[src/rtl/mem_port_arbiter_pkg.sv]
// mem_arb_pkg
// Shared definitions for the instruction/data memory read-port arbiter:
// arbiter state encoding, requester port indices, default sizing and the
// per-port burst length helper.
package mem_arb_pkg;

  localparam int DATA_W_DEF      = 32;
  localparam int P0_BEATS_DEF    = 4;
  localparam int P1_BEATS_DEF    = 1;
  localparam int HOLD_CYCLES_DEF = 2;

  // Port 0 is the icache refill engine, port 1 the data/decompressor path.
  localparam logic PORT_ICACHE = 1'b0;
  localparam logic PORT_DATA   = 1'b1;

  typedef enum logic {
    ST_IDLE   = 1'b0,
    ST_LOCKED = 1'b1
  } arb_state_e;

  // Number of beats a port keeps the memory locked for.
  function automatic int beats(input logic port, input int p0_beats, input int p1_beats);
    return (port == PORT_DATA) ? p1_beats : p0_beats;
  endfunction

endpackage

[src/rtl/mem_port_arbiter_if.sv]
// mem_port_arbiter_if
// valid/ready/rdata read handshake used on both arbiter sides.
//   valid : master holds a read request (addr stable until ready)
//   addr  : 32-bit word address
//   ready : one-cycle pulse, beat complete, rdata valid
//   rdata : read data for the beat
// master modport drives valid/addr, slave modport drives ready/rdata.
interface mem_port_arbiter_if
  import mem_arb_pkg::*;
#(
  parameter int DATA_W = DATA_W_DEF
);

  logic              valid;
  logic [31:0]       addr;
  logic              ready;
  logic [DATA_W-1:0] rdata;

  modport master (output valid, output addr, input ready, input rdata);
  modport slave  (input valid, input addr, output ready, output rdata);

endinterface

[src/rtl/mem_port_arbiter_rr_pick2.sv]
// rr_pick2
// Combinational two-way round-robin pick.
//   req[1:0]  : pending requests per port
//   rr_ptr    : port that wins when both request
//   gnt_valid : at least one port requests
//   gnt_idx   : chosen port
module rr_pick2
  import mem_arb_pkg::*;
(
  input  logic [1:0] req,
  input  logic       rr_ptr,
  output logic       gnt_valid,
  output logic       gnt_idx
);

  // A lone requester always wins; a tie goes to the priority pointer.
  always_comb begin
    gnt_valid = |req;
    gnt_idx   = PORT_ICACHE;
    if (req[PORT_DATA] && req[PORT_ICACHE]) begin
      gnt_idx = rr_ptr;
    end else if (req[PORT_DATA]) begin
      gnt_idx = PORT_DATA;
    end
  end

endmodule

[src/rtl/mem_port_arbiter.sv]
// mem_port_arbiter
// Shares one memory read port between the icache refill engine (p0,
// multi-beat line fills) and the data/decompressor path (p1, single beats).
// Round-robin between ports with burst locking: the owner keeps the port
// across short valid gaps so a line fill is never interleaved.
//   clk, reset : clock, asynchronous active-high reset
//   p0, p1     : requester sides (slave modport)
//   mem        : memory side (master modport)
//   owner      : debug, bit0 = locked, bit1 = owning port
module mem_port_arbiter
  import mem_arb_pkg::*;
#(
  parameter int DATA_W      = DATA_W_DEF,
  parameter int P0_BEATS    = P0_BEATS_DEF,
  parameter int P1_BEATS    = P1_BEATS_DEF,
  parameter int HOLD_CYCLES = HOLD_CYCLES_DEF
) (
  input  logic                 clk,
  input  logic                 reset,
  mem_port_arbiter_if.slave    p0,
  mem_port_arbiter_if.slave    p1,
  mem_port_arbiter_if.master   mem,
  output logic [1:0]           owner
);

  localparam int HOLD_W = $clog2(HOLD_CYCLES + 1);

  arb_state_e        state_q, state_d;
  logic              own_q, own_d;
  logic [2:0]        beat_q, beat_d;
  logic [HOLD_W-1:0] hold_q, hold_d;
  logic              rr_q, rr_d;

  logic        locked;
  logic        own_valid;
  logic [31:0] own_addr;
  logic        fwd;
  logic        beat_done;
  logic        gnt_valid;
  logic        gnt_idx;

  rr_pick2 u_pick (
    .req       ({p1.valid, p0.valid}),
    .rr_ptr    (rr_q),
    .gnt_valid (gnt_valid),
    .gnt_idx   (gnt_idx)
  );

  // Forwarding path: only the owner's request reaches memory, and a memory
  // ready seen while the owner's valid is low is never passed on.
  assign locked    = (state_q == ST_LOCKED);
  assign own_valid = (own_q == PORT_DATA) ? p1.valid : p0.valid;
  assign own_addr  = (own_q == PORT_DATA) ? p1.addr : p0.addr;
  assign fwd       = locked && own_valid;
  assign beat_done = fwd && mem.ready;

  assign mem.valid = fwd;
  assign mem.addr  = fwd ? own_addr : 32'd0;

  assign p0.ready  = beat_done && (own_q == PORT_ICACHE);
  assign p1.ready  = beat_done && (own_q == PORT_DATA);
  assign p0.rdata  = (locked && (own_q == PORT_ICACHE)) ? mem.rdata : '0;
  assign p1.rdata  = (locked && (own_q == PORT_DATA)) ? mem.rdata : '0;

  assign owner     = {locked & own_q, locked};

  // Next-state logic: grant from IDLE, then count beats and idle-valid
  // cycles while locked. Both the last beat and an expired hold timer
  // release the port and hand priority to the other requester.
  always_comb begin
    state_d = state_q;
    own_d   = own_q;
    beat_d  = beat_q;
    hold_d  = hold_q;
    rr_d    = rr_q;
    case (state_q)
      ST_IDLE: begin
        if (gnt_valid) begin
          state_d = ST_LOCKED;
          own_d   = gnt_idx;
          beat_d  = 3'd0;
          hold_d  = '0;
        end
      end
      ST_LOCKED: begin
        if (beat_done) begin
          hold_d = '0;
          if (int'(beat_q) + 1 == beats(own_q, P0_BEATS, P1_BEATS)) begin
            state_d = ST_IDLE;
            beat_d  = 3'd0;
            rr_d    = ~own_q;
          end else if (beat_q != 3'd7) begin
            beat_d = beat_q + 3'd1;
          end
        end else if (!own_valid) begin
          if (int'(hold_q) + 1 == HOLD_CYCLES) begin
            state_d = ST_IDLE;
            beat_d  = 3'd0;
            hold_d  = '0;
            rr_d    = ~own_q;
          end else begin
            hold_d = hold_q + 1'b1;
          end
        end
      end
      default: state_d = ST_IDLE;
    endcase
  end

  // State register; reset clears everything at once so the memory request
  // and both readys drop without waiting for a clock edge.
  always_ff @(posedge clk or posedge reset) begin
    if (reset) begin
      state_q <= ST_IDLE;
      own_q   <= PORT_ICACHE;
      beat_q  <= 3'd0;
      hold_q  <= '0;
      rr_q    <= PORT_ICACHE;
    end else begin
      state_q <= state_d;
      own_q   <= own_d;
      beat_q  <= beat_d;
      hold_q  <= hold_d;
      rr_q    <= rr_d;
    end
  end

endmodule
[src/flat_wrapper.sv]
// flat-port wrapper written by rule: the top's interface ports become plain ports
module mem_port_arbiter_flat import mem_arb_pkg::*;
#(
  parameter int DATA_W      = DATA_W_DEF,
  parameter int P0_BEATS    = P0_BEATS_DEF,
  parameter int P1_BEATS    = P1_BEATS_DEF,
  parameter int HOLD_CYCLES = HOLD_CYCLES_DEF
)
  (clk, reset, owner, p0_valid, p0_addr, p0_ready, p0_rdata, p1_valid, p1_addr, p1_ready, p1_rdata, mem_valid, mem_addr, mem_ready, mem_rdata);
  mem_port_arbiter_if #(.DATA_W(DATA_W)) p0_i ();
  mem_port_arbiter_if #(.DATA_W(DATA_W)) p1_i ();
  mem_port_arbiter_if #(.DATA_W(DATA_W)) mem_i ();
  input  logic clk;
  input  logic reset;
  output logic [1:0] owner;
  input wire logic [$bits(p0_i.valid)-1:0] p0_valid;
  input wire logic [$bits(p0_i.addr)-1:0] p0_addr;
  output wire logic [$bits(p0_i.ready)-1:0] p0_ready;
  output wire logic [$bits(p0_i.rdata)-1:0] p0_rdata;
  input wire logic [$bits(p1_i.valid)-1:0] p1_valid;
  input wire logic [$bits(p1_i.addr)-1:0] p1_addr;
  output wire logic [$bits(p1_i.ready)-1:0] p1_ready;
  output wire logic [$bits(p1_i.rdata)-1:0] p1_rdata;
  output wire logic [$bits(mem_i.valid)-1:0] mem_valid;
  output wire logic [$bits(mem_i.addr)-1:0] mem_addr;
  input wire logic [$bits(mem_i.ready)-1:0] mem_ready;
  input wire logic [$bits(mem_i.rdata)-1:0] mem_rdata;
  assign p0_i.valid = p0_valid;
  assign p0_i.addr = p0_addr;
  assign p0_ready = p0_i.ready;
  assign p0_rdata = p0_i.rdata;
  assign p1_i.valid = p1_valid;
  assign p1_i.addr = p1_addr;
  assign p1_ready = p1_i.ready;
  assign p1_rdata = p1_i.rdata;
  assign mem_valid = mem_i.valid;
  assign mem_addr = mem_i.addr;
  assign mem_i.ready = mem_ready;
  assign mem_i.rdata = mem_rdata;
  mem_port_arbiter #(.DATA_W(DATA_W), .P0_BEATS(P0_BEATS), .P1_BEATS(P1_BEATS), .HOLD_CYCLES(HOLD_CYCLES)) u_core (.clk(clk), .reset(reset), .p0(p0_i), .p1(p1_i), .mem(mem_i), .owner(owner));
endmodule
[config.mk]
export PLATFORM = sky130hd
export DESIGN_NAME = mem_port_arbiter_flat
export DESIGN_NICKNAME = d
export VERILOG_FILES = /design/src/rtl/mem_port_arbiter_pkg.sv /design/src/rtl/mem_port_arbiter_if.sv /design/src/rtl/mem_port_arbiter_rr_pick2.sv /design/src/rtl/mem_port_arbiter.sv /design/src/flat_wrapper.sv
export SDC_FILE = /design/constraint.sdc
export NUM_CORES = 1
export LEC_CHECK = 0
export CORE_ASPECT_RATIO = 0.8
export CORE_MARGIN = 2
export CORE_UTILIZATION = 25
export DETAILED_ROUTE_END_ITERATION = 12
export GPL_ROUTABILITY_DRIVEN = 1
export PLACE_DENSITY = 0.81
export SYNTH_ARGS = -nofsm -noshare
export SYNTH_HDL_FRONTEND = slang
export SYNTH_HIERARCHICAL = 1
export SYNTH_SLANG_ARGS = --single-unit
[constraint.sdc]
create_clock -name clk -period 2.3 [get_ports clk]
set_input_delay 0.23 -clock clk [delete_from_list [all_inputs] [get_ports clk]]
set_output_delay 0.23 -clock clk [all_outputs]
set_load 0.05 [all_outputs]
== Word level (Yosys, flattened, before mapping) ==
Index checks and enable logic that the tools add are counted.

* Input port bits: 101
* Register bits: 8
* Logic and storage cells: 64
* Output and inout port bits: 101

* Reduce and logical (&&, ||, !) cells: 13
* Add/sub/neg operators: 4
* Bitwise logic cells: 3
* Mux-type cells: 30
* Eq/ne operators: 9

{| class="wikitable"
|+ Operator list
! cell !! number
|-
| 2-to-1 mux 32 bit || 4
|-
| equality test 32 x 3 -> 1 bit (second input constant) || 1
|-
| equality test 32 bit || 1
|-
| 2-to-1 mux 3 bit || 7
|-
| 2-to-1 mux 1 bit || 12
|-
| != test 3 bit (second input constant) || 3
|-
| 2-to-1 mux 2 bit || 4
|-
| AND reduction 4 bit || 2
|-
| logical AND 1 bit || 7
|-
| case mux 3 bit (2 select lines) || 1
|-
| adder 3 x 1 -> 4 bit (second input constant) || 1
|-
| != test 2 bit (second input constant) || 2
|-
| != test 4 bit (second input constant) || 1
|-
| case mux 2 bit (2 select lines) || 1
|-
| AND reduction 2 bit || 2
|-
| adder 2 x 1 -> 3 bit (second input constant) || 1
|-
| adder 3 x 1 -> 3 bit (second input constant) || 1
|-
| adder 2 x 1 -> 2 bit (second input constant) || 1
|-
| != test 2 x 1 -> 1 bit (second input constant) || 1
|-
| inverter 1 bit || 2
|-
| case mux 1 bit (2 select lines) || 1
|-
| nonzero test 2 bit || 1
|-
| OR reduction 2 bit || 1
|-
| AND 1 bit || 1
|}

== Depth between registers and ports, before layout ==
* Depth after elaboration: 6
* Gate-level depth with buffers: 6
* Depth with buffers taken out: 6

== Hierarchy ==
The synthesis kept the hierarchy.

{| class="wikitable"
|+ Modules (own cells, without submodules)
! module !! times used !! cells an instance !! seq. area each (µm²) !! area an instance (µm²)
|-
| mem_port_arbiter || 1 || 208 || 200.2 || 1,466.4
|-
| rr_pick2 || 1 || 3 || 0.0 || 17.5
|}

== Worst setup path before layout ==
Ideal clock, no wire load.

* Path kind: register to output
* Start: register u_core.own_q
* End: output p0_ready
* Setup slack: 237 ps
* Buffers on the path: 1
* Data arrival time: 1,833 ps
* Stages on the path, launching flop included: 5
* Data required time: 2,070 ps
* Cell sequence: dfrtp_1 -> buf_6 -> mux2_4 -> nand2_1 -> nor3_1

* Word-level cells in the longest chain between the ends: 4
* Elaborated cells on any way between the ends: 5
* Classes of those cells: mux (1); bitwise (1); reduce/logical (3)

{| class="wikitable"
|+ Ends and longest elaborated chain
! element !! line !! source
|-
| start, declared || mem_port_arbiter.sv:29 || <nowiki>logic own_q, own_d;</nowiki>
|-
| start signal, assigned || mem_port_arbiter.sv:121 || <nowiki>own_q <= own_d;</nowiki>
|-
| 2-to-1 mux 1 bit || mem_port_arbiter.sv:52 || <nowiki>assign own_valid = (own_q == PORT_DATA) ? p1.valid : p0.valid;</nowiki>
|-
| logical AND 1 bit || mem_port_arbiter.sv:54 || <nowiki>assign fwd = locked && own_valid;</nowiki>
|-
| logical AND 1 bit || mem_port_arbiter.sv:55 || <nowiki>assign beat_done = fwd && mem.ready;</nowiki>
|-
| logical AND 1 bit (*) || mem_port_arbiter.sv:60 || <nowiki>assign p0.ready = beat_done && (own_q == PORT_ICACHE);</nowiki>
|-
| end, declared || flat_wrapper.sv:18 || <nowiki>output wire logic [$bits(p0_i.ready)-1:0] p0_ready;</nowiki>
|}

Every way passes the cells marked *; elsewhere a longest branch is shown, timed or not.

== Final worst setup path ==
* Start: register u_core.beat_q[0]
* End: register u_core.rr_q

* Word-level cells in the longest chain between the ends: 4

{| class="wikitable"
|+ Ends and longest elaborated chain
! element !! line !! source
|-
| start, declared || mem_port_arbiter.sv:30 || <nowiki>logic [2:0] beat_q, beat_d;</nowiki>
|-
| start signal, assigned || mem_port_arbiter.sv:122 || <nowiki>beat_q <= beat_d;</nowiki>
|-
| adder 3 x 1 -> 4 bit || mem_port_arbiter.sv:88 || <nowiki>if (int'(beat_q) + 1 == beats(own_q, P0_BEATS, P1_BEATS)) begin</nowiki>
|-
| equality test 32 bit || mem_port_arbiter.sv:88 ||
|-
| != test 2 bit (no source line) || -- ||
|-
| AND reduction 4 bit (no source line) || -- ||
|-
| end signal, assigned || mem_port_arbiter.sv:124 || <nowiki>rr_q <= rr_d;</nowiki>
|-
| end, declared || mem_port_arbiter.sv:32 || <nowiki>logic rr_q, rr_d;</nowiki>
|}

No other way between the ends.
A chain may end at the register's enable or synchronous reset.

==> flow_summary.ini <==
[placement]
placedCellCount = 479
preCtsSetupSlack_ns = 0.371
place_area_mm2 = 0.00416
hpwl_um = 6370
place.gp.congestion = 0.899
numPortBuffers = 201

[timing]
rsz0062_at_grt = false
post-route-min-period_ns = 1.94
setup_viol = 0
finalWorstSetupSlack_ns = 0.356
hold_violations = 0
slew_headroom = 0.739
clock.fmax_ghz = 0.514
tns_ns = 0
fin_skew_ns = 0.00772
slew_violations = 0
timing.final.crit_share = 0.845
worstMarginPinSlew_ns = 0.391

[setup_path]
cpPeakStageDelay_ns = 0.43
path_class = flop to flop
crit_required_ns = 2.41
critical-path-top-delay-family = compound AO/OA/AOI/OAI gates
cpMaxStageDelayCell = dfrtp_1
crit_fanout = 7
crit_buf_inv = 0
worst_setup_path_end_kind = flop
cp_common_cell = ha_1
worstPathCellList = ha_1, ha_1, nor4b_2, a21oi_2, o22a_1, o31a_1
critPathLaunchType = flop
critPathArrivalTime_ns = 2.06

[layout]
syn2layout_area_growth_pct = 183
antenna_cells = 0
final_nets = 506
drive_above_1_share = 0.291
fin_area_mm2 = 0.00420
final_common_cell = clkdlybuf4s50_1
mostFrequentLayoutCells = clkdlybuf4s50_1, buf_12, buf_4
stdcell_count = 483

[power_and_ir_drop]
p_leak_nw = 1.92
p_per_area_mw_per_mm2 = 1320
peakVddDrop_uv = 705

[logic_synthesis]
yosysWarnings = 6
synth_area_leader_cell = mux2i_1
syn_inst = 211
ys_seq_elements = 8
ys_types = 33
synthTopCellsByArea = mux2i_1, and3_1, and2_1
synth_fp_nets = 314
synth_top_area_frac = 0.216
postSynthAreaPerCell_um2 = 7.03
synth_seq_area_share = 0.135
synth_area_mm2 = 0.00148

[clocking]
ctsResizeCount = 0
clk_latency_ns = 0.23
clock_sinks = 8
cts_setup_buffers = 0
cts_tree = yes
cts_inserted_buffers = 3
root_buffer = clkbuf_8
cts_hold_buf = 0
cts_htree_levels = 1
cts_buffer_depth = 2
clkTransAtPathRegs_ns = 0.05

[global_route]
grt_util_met1 = 0.256
grt_pass1_vias = 2147
grt_util_met2 = 0.402
antenna_found_initial = 0
grt_max_degree = 38
gr-total-overflow = 0
grt_first_pass_wirelength_um = 11600
use_met3 = 0.0599
grtUsageTotal = 0.216
globalRoute.busiestLayer = met2

[routing]
first_pass_iters = 4
viasPerCell = 4.67
num_vias = 2257
drcViolationCount = 0
antenna_left = 0
drt-wirelength-per-cell_um = 15.7
drt_wl_total_um = 7570
drt_iter0_markers = 148

[floorplanning]
die_w_um = 90.1
initial_utilization = 0.255
dieArea_mm2 = 0.00657
io_pins = 202
core_mm2 = 0.00582
die_h_um = 72.9
num_rows = 25

[outcome]
status = finished clean

[run]
timing.max_cap.violations = 0

[worst_hold_path]
hold_path.class = input pin to asynchronous set/reset pin
[per-layer routing]
metal  up-vias  wire [um]
met5         -          0
met4         0         63
met2       136       3940
li1       1107          -
met3         6        648
met1      1008       2920
[final cells by class]
cell class              count  area [um2]
repair buffers            207        2670
fillers                   434        1620
multi-input cells         177        1160
flip-flops and latches      8         201
well taps                  81         101
clock buffers               4        45.0
inverters                   6        22.5
[power by group]
| part | switching (W) | leakage (nW) | total [W] | internal (W) |
|---|---|---|---|---|
| sequential | 0.0000662 | 0.0998 | 0.000257 | 0.000191 |
| clock | 0.0000603 | 0.0228 | 0.000181 | 0.000121 |
| combinational | 0.00297 | 1.79 | 0.00509 | 0.00212 |
[metrics by stage]
stage | hold slack, ns | utilization | total power (W)
2_1_floorplan | 0.0457 | - | 0.00315
3_3_place_gp | 0.500 | 0.714 | 0.00530
3_5_place_dp | 0.513 | 0.714 | 0.00537
4_1_cts | 0.264 | 0.722 | 0.00556
5_1_grt | 0.272 | 0.722 | 0.00575
6_report | 0.249 | 0.722 | 0.00553
[state kept, by name, summed over array words and instances, names as in the netlist]
register	count
u_core/hold_q	2
u_core/rr_q	1
u_core/beat_q	3
u_core/locked	1
u_core/own_q	1
[Yosys cell counts]
cell and count:
a21boi_1 1, o31a_1 1, nor2_1 36, a21o_1 1
buf_2 7, a31oi_1 2, o22a_1 1, buf_4 2
ha_1 2, mux2i_1 32, a21oi_2 1, buf_6 1
dfrtp_1 8, and2_1 32, nand4_1 3, and3_1 33
mux2i_2 1, nand3_1 8, nand3b_1 1, mux2_4 1
nand4b_1 1, inv_2 2, nor3_1 2, a211oi_1 1
and4bb_1 1, or2_1 1, nor3b_1 1, inv_1 4
nor4b_2 1, nand2_1 7, nor2b_1 2, clkbuf_1 10
o21ai_0 4
[logic make-up after synthesis]
group                    Yosys count  share of synthesized area
AND/OR/NAND/NOR                  129                      0.476
multiplexers                      34                      0.235
buffers and inverters             26                     0.0818
AO/OA/AOI/OAI                     12                     0.0548
flip-flops                         8                      0.135
adder cells (fa/ha/maj)            2                     0.0169
[worst paths after layout]
check,endpoint,cells past startpoint,from,slack [ns]
max in group asynchronous,u_core/own_q$_DFFE_PP0P_,2,reset,1.80
hold / removal,u_core/rr_q$_DFFE_PP0P_,2,reset,0.25
setup / recovery,u_core/rr_q$_DFFE_PP0P_,6,u_core/beat_q[0]$_DFFE_PP0P_,0.36
setup reg to reg,u_core/rr_q$_DFFE_PP0P_,6,u_core/beat_q[0]$_DFFE_PP0P_,0.36
min in group clk,u_core/hold_q[1]$_DFFE_PP0P_,2,u_core/hold_q[1]$_DFFE_PP0P_,0.53
hold reg to reg,u_core/hold_q[1]$_DFFE_PP0P_,2,u_core/hold_q[1]$_DFFE_PP0P_,0.53
Note: power is estimated with default switching activity, not from simulation.
